**config.mk**
```make
export PLATFORM = sky130hd
export DESIGN_NAME = if_fetch_stage
export DESIGN_NICKNAME = d
export VERILOG_FILES = /design/src/rtl/if_pkg.sv /design/src/rtl/if_sync_fifo.sv /design/src/rtl/if_fetch_stage.sv
export SDC_FILE = /design/constraint.sdc
export NUM_CORES = 1
export LEC_CHECK = 0
export CORE_ASPECT_RATIO = 0.75
export CORE_MARGIN = 4
export CORE_UTILIZATION = 53
export CTS_CLUSTER_DIAMETER = 80
export DETAILED_ROUTE_END_ITERATION = 12
export PLACE_DENSITY = 0.86
export RECOVER_POWER = 50
export SETUP_SLACK_MARGIN = 0.4
export SLEW_MARGIN = 20
export SYNTH_ARGS = -nofsm -noshare
export SYNTH_HDL_FRONTEND = slang
export SYNTH_HIERARCHICAL = 1
export SYNTH_SLANG_ARGS = --single-unit
export TNS_END_PERCENT = 5
```
**constraint.sdc**
```tcl
create_clock -name clk -period 2.9 [get_ports clk]
set_clock_uncertainty 0.15 [all_clocks]
set_input_delay 0.29 -clock clk [delete_from_list [all_inputs] [get_ports clk]]
set_output_delay 0.29 -clock clk [all_outputs]
set_load 0.02 [all_outputs]
```
**src/rtl/if_pkg.sv**
```systemverilog
// Shared types and constants for the instruction fetch stage.
//   fetch_entry_t : {pc, instr} pair at the default 32/32 widths
//   NOP_INSTR     : canonical RISC-V nop (addi x0, x0, 0)
//   if_cnt_w()    : occupancy counter width for a given queue depth
package if_pkg;

  localparam int unsigned IF_PC_W       = 32;
  localparam int unsigned IF_INSTR_W    = 32;
  localparam int unsigned IF_FIFO_DEPTH = 2;
  localparam int unsigned IF_CNT_W      = $clog2(IF_FIFO_DEPTH) + 1;

  localparam logic [IF_INSTR_W-1:0] NOP_INSTR = 32'h0000_0013;

  typedef struct packed {
    logic [IF_PC_W-1:0]    pc;
    logic [IF_INSTR_W-1:0] instr;
  } fetch_entry_t;

  // Counter must hold 0..depth inclusive, hence one extra bit over the pointer.
  function automatic int unsigned if_cnt_w(input int unsigned depth);
    return $clog2(depth) + 1;
  endfunction

endpackage

```
**src/rtl/if_sync_fifo.sv**
```systemverilog
// Small synchronous FIFO, generic over element type.
// Ports:
//   clk, rst_n          clock, async active-low reset (clears storage too)
//   push_i / data_i     write request and data
//   pop_i               read request; data_o is the registered head
//   flush_i             empties the queue; wins over push and pop
//   full_o / empty_o    occupancy flags
//   count_o             number of stored entries (0..DEPTH)
// A pop in the same cycle frees the slot, so push into a full FIFO with a
// concurrent pop is legal.
module if_sync_fifo
  import if_pkg::*;
#(
  parameter type         T     = logic [31:0],
  parameter int unsigned DEPTH = 2
) (
  input  logic                   clk,
  input  logic                   rst_n,
  input  logic                   push_i,
  input  T                       data_i,
  input  logic                   pop_i,
  input  logic                   flush_i,
  output T                       data_o,
  output logic                   full_o,
  output logic                   empty_o,
  output logic [$clog2(DEPTH):0] count_o
);

  localparam int unsigned PTR_W = $clog2(DEPTH);
  localparam int unsigned CNT_W = if_cnt_w(DEPTH);

  T                 mem_q [DEPTH];
  logic [PTR_W-1:0] wr_ptr_q, wr_ptr_d;
  logic [PTR_W-1:0] rd_ptr_q, rd_ptr_d;
  logic [CNT_W-1:0] cnt_q, cnt_d;
  logic             do_push, do_pop;

  assign empty_o = (cnt_q == '0);
  assign full_o  = (cnt_q == CNT_W'(DEPTH));
  assign count_o = cnt_q;
  assign data_o  = mem_q[rd_ptr_q];

  assign do_pop  = pop_i && !empty_o && !flush_i;
  assign do_push = push_i && !flush_i && (!full_o || do_pop);

  // Pointer and count next-state; pointers wrap naturally (DEPTH is a power of two).
  always_comb begin
    wr_ptr_d = wr_ptr_q;
    rd_ptr_d = rd_ptr_q;
    cnt_d    = cnt_q;
    if (flush_i) begin
      wr_ptr_d = '0;
      rd_ptr_d = '0;
      cnt_d    = '0;
    end else begin
      if (do_push) wr_ptr_d = wr_ptr_q + PTR_W'(1);
      if (do_pop)  rd_ptr_d = rd_ptr_q + PTR_W'(1);
      cnt_d = cnt_q + CNT_W'(do_push) - CNT_W'(do_pop);
    end
  end

  always_ff @(posedge clk or negedge rst_n) begin
    if (!rst_n) begin
      wr_ptr_q <= '0;
      rd_ptr_q <= '0;
      cnt_q    <= '0;
    end else begin
      wr_ptr_q <= wr_ptr_d;
      rd_ptr_q <= rd_ptr_d;
      cnt_q    <= cnt_d;
    end
  end

  // Storage is reset so the head reads as zero out of reset.
  always_ff @(posedge clk or negedge rst_n) begin
    if (!rst_n) begin
      for (int unsigned i = 0; i < DEPTH; i++) mem_q[i] <= '0;
    end else if (do_push) begin
      mem_q[wr_ptr_q] <= data_i;
    end
  end

  assert property (@(posedge clk) disable iff (!rst_n)
    !(push_i && !flush_i && full_o && !do_pop));

  assert property (@(posedge clk) disable iff (!rst_n)
    !(pop_i && !flush_i && empty_o));

endmodule

```
**src/rtl/if_fetch_stage.sv**
```systemverilog
// Instruction fetch stage between the PC register and decode.
// Issues the current PC to instruction memory (req/gnt), tags each accepted
// request with its PC, buffers returned instructions in order, and presents
// them to decode over valid/ready. A jump flushes buffered data and marks
// every still-outstanding request as stale so its response is discarded.
// Ports:
//   clk, rst_n                    clock, async active-low reset
//   pc, jump                      current fetch PC; redirect (loads PC reg)
//   pc_stall_n                    1 = PC register advances this cycle
//   imem_req/addr/gnt             request handshake to instruction memory
//   imem_rvalid/rdata             in-order response, never back-pressured
//   id_valid/ready/instr/pc       decode-side handshake and payload
// Optional build macro: IF_FETCH_BYPASS_EN enables a zero-latency path from
// imem_rdata to decode when nothing is buffered.
module if_fetch_stage
  import if_pkg::*;
#(
  parameter int unsigned FIFO_DEPTH = IF_FIFO_DEPTH,
  parameter int unsigned PC_W       = IF_PC_W,
  parameter int unsigned INSTR_W    = IF_INSTR_W
) (
  input  logic               clk,
  input  logic               rst_n,
  input  logic [PC_W-1:0]    pc,
  input  logic               jump,
  output logic               pc_stall_n,
  output logic               imem_req,
  output logic [PC_W-1:0]    imem_addr,
  input  logic               imem_gnt,
  input  logic               imem_rvalid,
  input  logic [INSTR_W-1:0] imem_rdata,
  output logic               id_valid,
  input  logic               id_ready,
  output logic [INSTR_W-1:0] id_instr,
  output logic [PC_W-1:0]    id_pc
);

  localparam int unsigned CNT_W = if_cnt_w(FIFO_DEPTH);
  localparam int unsigned SUM_W = CNT_W + 1;

  typedef struct packed {
    logic [PC_W-1:0]    pc;
    logic [INSTR_W-1:0] instr;
  } entry_t;

  logic             accept;
  logic             credit_ok;
  logic [SUM_W-1:0] occupancy;

  logic [PC_W-1:0]  tag_head;
  logic             tag_full, tag_empty;
  logic [CNT_W-1:0] tag_cnt;

  entry_t           ibuf_din, ibuf_head;
  logic             ibuf_push, ibuf_pop;
  logic             ibuf_full, ibuf_empty;
  logic [CNT_W-1:0] ibuf_cnt;

  logic [CNT_W-1:0] drop_cnt_q, drop_cnt_d;
  logic             resp_keep;

  // Outstanding requests plus buffered entries may never exceed the buffer size,
  // so every kept response is guaranteed a slot.
  assign occupancy = SUM_W'(tag_cnt) + SUM_W'(ibuf_cnt);
  assign credit_ok = (occupancy < SUM_W'(FIFO_DEPTH)) && !tag_full;

  // rst_n gating drops the request as soon as reset asserts, before any edge.
  assign imem_req   = rst_n && !jump && credit_ok;
  assign imem_addr  = pc;
  assign accept     = imem_req && imem_gnt;
  assign pc_stall_n = accept;

  // Response is kept only when no stale requests precede it and no jump is
  // flushing this cycle.
  assign resp_keep = imem_rvalid && !jump && (drop_cnt_q == '0);

  // PC tags for requests in flight; its occupancy is the in-flight count.
  if_sync_fifo #(
    .T     (logic [PC_W-1:0]),
    .DEPTH (FIFO_DEPTH)
  ) u_tag_q (
    .clk     (clk),
    .rst_n   (rst_n),
    .push_i  (accept),
    .data_i  (pc),
    .pop_i   (imem_rvalid),
    .flush_i (1'b0),
    .data_o  (tag_head),
    .full_o  (tag_full),
    .empty_o (tag_empty),
    .count_o (tag_cnt)
  );

  assign ibuf_din.pc    = tag_head;
  assign ibuf_din.instr = imem_rdata;

  // Decode-side handshake, with or without the zero-latency pass-through.
`ifdef IF_FETCH_BYPASS_EN
  logic bypass;
  assign bypass    = resp_keep && ibuf_empty;
  assign id_valid  = (!ibuf_empty && !jump) || bypass;
  assign id_instr  = bypass ? imem_rdata : ibuf_head.instr;
  assign id_pc     = bypass ? tag_head   : ibuf_head.pc;
  assign ibuf_push = resp_keep && !(bypass && id_ready);
  assign ibuf_pop  = !ibuf_empty && !jump && id_ready;
`else
  assign id_valid  = !ibuf_empty && !jump;
  assign id_instr  = ibuf_head.instr;
  assign id_pc     = ibuf_head.pc;
  assign ibuf_push = resp_keep;
  assign ibuf_pop  = id_valid && id_ready;
`endif

  // Instruction buffer toward decode; a jump empties it.
  if_sync_fifo #(
    .T     (entry_t),
    .DEPTH (FIFO_DEPTH)
  ) u_ibuf (
    .clk     (clk),
    .rst_n   (rst_n),
    .push_i  (ibuf_push),
    .data_i  (ibuf_din),
    .pop_i   (ibuf_pop),
    .flush_i (jump),
    .data_o  (ibuf_head),
    .full_o  (ibuf_full),
    .empty_o (ibuf_empty),
    .count_o (ibuf_cnt)
  );

  // Stale-response counter. No request is accepted in a jump cycle, so the
  // in-flight count after this cycle is tag_cnt minus any response now.
  always_comb begin
    drop_cnt_d = drop_cnt_q;
    if (jump) begin
      drop_cnt_d = tag_cnt - CNT_W'(imem_rvalid);
    end else if (imem_rvalid && (drop_cnt_q != '0)) begin
      drop_cnt_d = drop_cnt_q - CNT_W'(1);
    end
  end

  always_ff @(posedge clk or negedge rst_n) begin
    if (!rst_n) drop_cnt_q <= '0;
    else        drop_cnt_q <= drop_cnt_d;
  end

  // The credit rule must keep a kept response from ever meeting a full buffer.
  assert property (@(posedge clk) disable iff (!rst_n)
    !(ibuf_push && ibuf_full && !ibuf_pop));

  // Memory may only respond to a request it has been granted.
  assert property (@(posedge clk) disable iff (!rst_n)
    imem_rvalid |-> !tag_empty);

endmodule

```
Yosys cells after proc, flatten, opt, wreduce, memory -nomap -nowiden
Index checks and enable logic that the tools add are counted.

storage, ports and cells
  bits of input ports = 70
  latch bits = 0
  ROM bits = 0
  RAM bits = 0
  flip-flop bits (word level) = 202
  output and inout port bits = 99
  memories kept = 0

cells by class
  shift-type cells = 0
  multiply operators = 0
  divide/modulo/power cells = 0
  equal/unequal tests = 2
  add/subtract/negate cells = 11
  reductions and logical operators = 31
  muxes and demuxes = 19
  bitwise operators = 4
  magnitude comparators = 7

operators by type and width
  operator             number
  $mux 64              4
  $bwmux 128           1
  $mux 32              4
  $bwmux 64            1
  $demux 64 s1         1
  $demux 32 s1         1
  $logic_and 1x1->1    17
  $ge 2x2->1 const B   4
  $not 1->2            4
  $reduce_bool 2->1    4
  $logic_not 2->1      3
  $mux 2               3
  $sub 2x1->2          3
  $logic_not 1->1      5
  $add 1x1->1 const B  4
  $add 2x1->2          2
  $eq 2x2->1 const B   2
  $lt 2x1->1 const B   2
  $mux 1               4
  $add 2x2->3          1
  $lt 3x2->1 const B   1
  $logic_or 1x1->1     2
  $sub 2x1->2 const B  1

Depth between registers and ports, before layout
  word-level depth = 11
  mapped depth = 11

Cells and area by module
The synthesis kept the hierarchy.

by module, submodules not included
  module                   area an instance (sq um)  cells an instance  instances  sequential area each (sq um)
  if_sync_fifo at u_ibuf   5984.5                    366                1          3303.2
  if_sync_fifo at u_tag_q  3111.7                    196                1          1701.6
  if_fetch_stage           452.9                     56                 1          50.0

Worst setup path before layout
Ideal clock, no wire load.

  path kind = register to register
  start = register u_tag_q.cnt_q[0] (netlist: u_tag_q/count_o[0])
  end = register u_tag_q/mem_q[0] (netlist bit)
  cell stages (with the launch flop) = 10
  clock period less this slack = 3.040 ns
  path buffers = 2
  arrival = 2.764 ns
  path slack = -0.140 ns
  required time = 2.625 ns
  path through = dfrtp_1 and2_1 fa_1 nand2b_1 nor4_2 and2_1 and4b_1 buf_6 buf_6 mux2_4

on the way
  longest elaborated chain between the ends = 6

RTL lines
  item                                                  RTL line                                  RTL
  from (decl)                                           if_sync_fifo.sv:35                        logic [CNT_W-1:0] cnt_q, cnt_d;
  from (signal assigned)                                if_sync_fifo.sv:70                        cnt_q <= cnt_d;
  $add 2x2->3 / $eq 2x2->1 (equally long branches)      if_fetch_stage.sv:64, if_sync_fifo.sv:39
  $lt 3x2->1 / $logic_not 1->1 (equally long branches)  if_fetch_stage.sv:65                      assign credit_ok = (occupancy < SUM_W'(FIFO_DEPTH)) && !tag_full;
  $logic_and 1x1->1 *                                   if_fetch_stage.sv:65
  $logic_and 1x1->1 *                                   if_fetch_stage.sv:68                      assign imem_req = rst_n && !jump && credit_ok;
  net imem_req                                          if_fetch_stage.sv:27                      output logic imem_req,
  $logic_and 1x1->1 *                                   if_fetch_stage.sv:70                      assign accept = imem_req && imem_gnt;
  net pc_stall_n                                        if_fetch_stage.sv:26                      output logic pc_stall_n,
  $logic_and 1x1->1 *                                   if_sync_fifo.sv:44                        assign do_push = push_i && !flush_i && (!full_o || do_pop);
  to (signal, indexed assignment)                       if_sync_fifo.sv:79                        mem_q[wr_ptr_q] <= data_i;
  to (decl)                                             if_sync_fifo.sv:32                        T mem_q [DEPTH];

The timed path passes the listed nets; every way through them passes the cells marked *.
A chain may end at the register's enable or synchronous reset.

Worst setup path in the final report
  start = register u_tag_q.cnt_q[0] (netlist: u_tag_q/count_o[0])
  end = register u_tag_q/mem_q[29] (netlist bit)

on the way
  longest elaborated chain between the ends = 6

RTL lines
  item                                                  RTL line
  $add 2x2->3 / $eq 2x2->1 (equally long branches)      if_fetch_stage.sv:64, if_sync_fifo.sv:39
  $lt 3x2->1 / $logic_not 1->1 (equally long branches)  if_fetch_stage.sv:65, if_sync_fifo.sv:44
  $logic_and 1x1->1                                     if_fetch_stage.sv:65
  $logic_and 1x1->1                                     if_fetch_stage.sv:68
  $logic_and 1x1->1                                     if_fetch_stage.sv:70
  $logic_and 1x1->1 *                                   if_sync_fifo.sv:44

Mark *: on every way between the ends. The rest lies on a longest branch, timed or not.

==> impl_metrics.json <==
{
  "clk_pin_slew_ns": 0.06,
  "avgRoutedWirePerCell_um": 19.5,
  "drc": 0,
  "min_path_type": "in -> reg",
  "drt_first_pass_iters": 4,
  "crit_chain": "and2_4 -> fa_1 -> nand2b_4 -> nor4_4 -> and2_4 -> and4b_2 -> buf_12 -> mux2_4",
  "cts_tree": "done",
  "numCtsBuffers": 20,
  "place_congestion": 0.822,
  "drt_iter0_drc": 222,
  "max-vdd-ir-drop_mv": 0.403,
  "p_sw_uw": 2700,
  "crit_slowest_cell": "fa_1",
  "cpPeakStageDelay_ns": 0.44,
  "reg2reg_from": "u_tag_q/count_o[0]",
  "yosysWarnings": 6,
  "grt_pass1_wl_um": 32500,
  "crit_fanout": 27,
  "fin_tns_setup_ns": 0,
  "rsz0062_at_grt": "yes",
  "fin_crit_sh": 0.913,
  "critPathRequiredTime_ns": 3.11,
  "portBuffers": 168,
  "power_uw": 9490,
  "reg2reg_setup_slack_ns": 0.25,
  "startpoint": "u_tag_q/count_o[0]",
  "setup_viol": 0,
  "maxSlewViolCount": 34,
  "io_pins": 169,
  "power_frac_comb": 0.325,
  "num-nets-final": 847,
  "path_class": "reg -> reg",
  "crit_cells": 8,
  "drt-vias-per-instance": 5.21,
  "dr_total_vias": 5342,
  "grt_max_degree": 76,
  "clock_path_buffers": 3,
  "clk_latency_ns": 0.48,
  "die_h_um": 124,
  "antenna_found_initial": 1,
  "overflow": 0,
  "dp_hpwl_um": 13600,
  "grtUsageTotal": 0.199,
  "initial_core_util": 0.540,
  "intPower_uw": 6790,
  "max_freq_ghz": 0.378,
  "cp-end-kind": "flip-flop",
  "violations": "capacitance limit, slew limit",
  "cts.sinks": 202,
  "min_period_ns": 2.65,
  "syn_area_per_cell_um2": 15.5,
  "htreeDepth": 1,
  "synth_cells": 616,
  "worstReg2RegEnd": "u_tag_q/mem_q[29]",
  "power.share.clock": 0.265,
  "crit_path_start_kind": "flip-flop",
  "netlist_area_um2": 9540,
  "tightest_slew_ns": 1.63,
  "die_area_um2": 20200,
  "ff2ff_path_depth": 8,
  "setup.worst_path.end": "u_tag_q/mem_q[29]",
  "worst_ep_arrival_time_ns": 2.86,
  "diodes": 0,
  "core_area_um2": 17700,
  "powerDensity_nw_per_um2": 793,
  "area_growth_pct": 25.4,
  "die_w_um": 163,
  "max_slew_margin": -0.0850,
  "grt_pass1_vias": 6046,
  "drv_cap": 1,
  "final-hold-violation-count": 0,
  "drive_above_1_share": 0.433,
  "hold_ws_ns": 0.295,
  "leakagePower_uw": 0.00544,
  "hold_start": "imem_rdata[25]",
  "cpMostUsedCell": "and2_4",
  "critical-path-top-delay-family": "simple AND/OR/NAND/NOR gates",
  "clockRootBuffer": "clkbuf_16",
  "std_cell_rows": 42,
  "routed_wirelength_um": 20000,
  "status": "finished with violations",
  "seq_power_share": 0.410,
  "cp_num_buf_inv": 1,
  "ant_nets": 0,
  "switching_share": 0.284
}
==> registers in the layout, indices dropped and copies added (netlist names) <==
signal            flops
u_ibuf/rd_ptr_q       1
u_ibuf/wr_ptr_q       1
u_tag_q/wr_ptr_q      1
u_tag_q/rd_ptr_q      1
drop_cnt_q            2
u_tag_q/count_o       2
u_ibuf/mem_q        128
u_ibuf/count_o        2
u_tag_q/mem_q        64
==> area by class of cell <==
type	count	area, um2
Tap cell	242	303
Inverter	7	26.3
Multi-Input combinational cell	350	4040
Clock inverter	3	17.5
Sequential cell	202	5060
Clock buffer	32	627
Timing Repair Buffer	189	1900
Fill cell	1255	5690
==> layout by cell type (no fill, tap or decap), types with 2 or more instances in the layout <==
cell             count
o21ai_0              2
clkdlybuf4s50_1    132
dfrtp_1            200
a211o_1              2
nand3b_1             2
conb_1               8
buf_4               11
dfrtp_2              2
clkinv_2             2
and4b_2              2
clkbuf_16           21
buf_6                2
clkbuf_8             6
dlygate4sd3_1       34
nor2_1              11
buf_12               5
and2_4               2
mux2_4              80
mux2_2             194
xnor2_1              3
ha_1                 5
nor2b_1              3
or3b_4               2
inv_1                6
xor2_1               4
mux2_1              14
nand2_1              3
clkbuf_1             7
==> metrics by stage <==
step                       util  instance area [um2]  cells  worst slack (ns)
after floorplan               -                 9590    623             0.133
after global placement    0.640                11300    984             0.255
after detailed placement  0.640                11300    984             0.126
after CTS                 0.679                12000   1023             0.212
after global routing      0.678                12000   1025            0.0897
final                     0.678                12000   1025             0.252
==> what timing repair did <==
item,4_1_cts,5_1_grt
pin swaps,1,2
resized for setup,7,6
endpoints found under the hold margin,142,0
buffers inserted,3,2
hold buffers,1,0
endpoints found under the setup margin,129,233
==> power groups by stage <==
stage          Combinational, uW  Sequential (uW)  Clock (uW)
5_1_grt                     3300             3960        2710
2_1_floorplan               1940             3780           0
3_5_place_dp                3110             3930           0
4_1_cts                     3140             3890        2600
3_3_place_gp                3020             3860           0
6_report                    3080             3890        2520
==> metal layers <==
| layer | vias up | global-route usage | share of wire |
|---|---|---|---|
| li1 | 2440 | - | - |
| met1 | 2747 | 0.265 | 0.43 |
| met2 | 118 | 0.342 | 0.50 |
| met3 | 35 | 0.0354 | 0.038 |
| met4 | 2 | 0.0529 | 0.023 |
| met5 | - | 0 | 0.00065 |
==> worst min-delay path by stage <==
stage	endpoint	slack, ns	cells after the start
after floorplan	drop_cnt_q[0]	-0.16	0
after global placement	u_ibuf/mem_q[0]	0.31	1
after detailed placement	u_ibuf/mem_q[0]	0.32	1
after CTS	u_ibuf/mem_q[25]	0.28	2
after global routing	u_ibuf/mem_q[22]	0.29	2
final	u_ibuf/mem_q[25]	0.29	2
(Power assumes the default switching activity.)
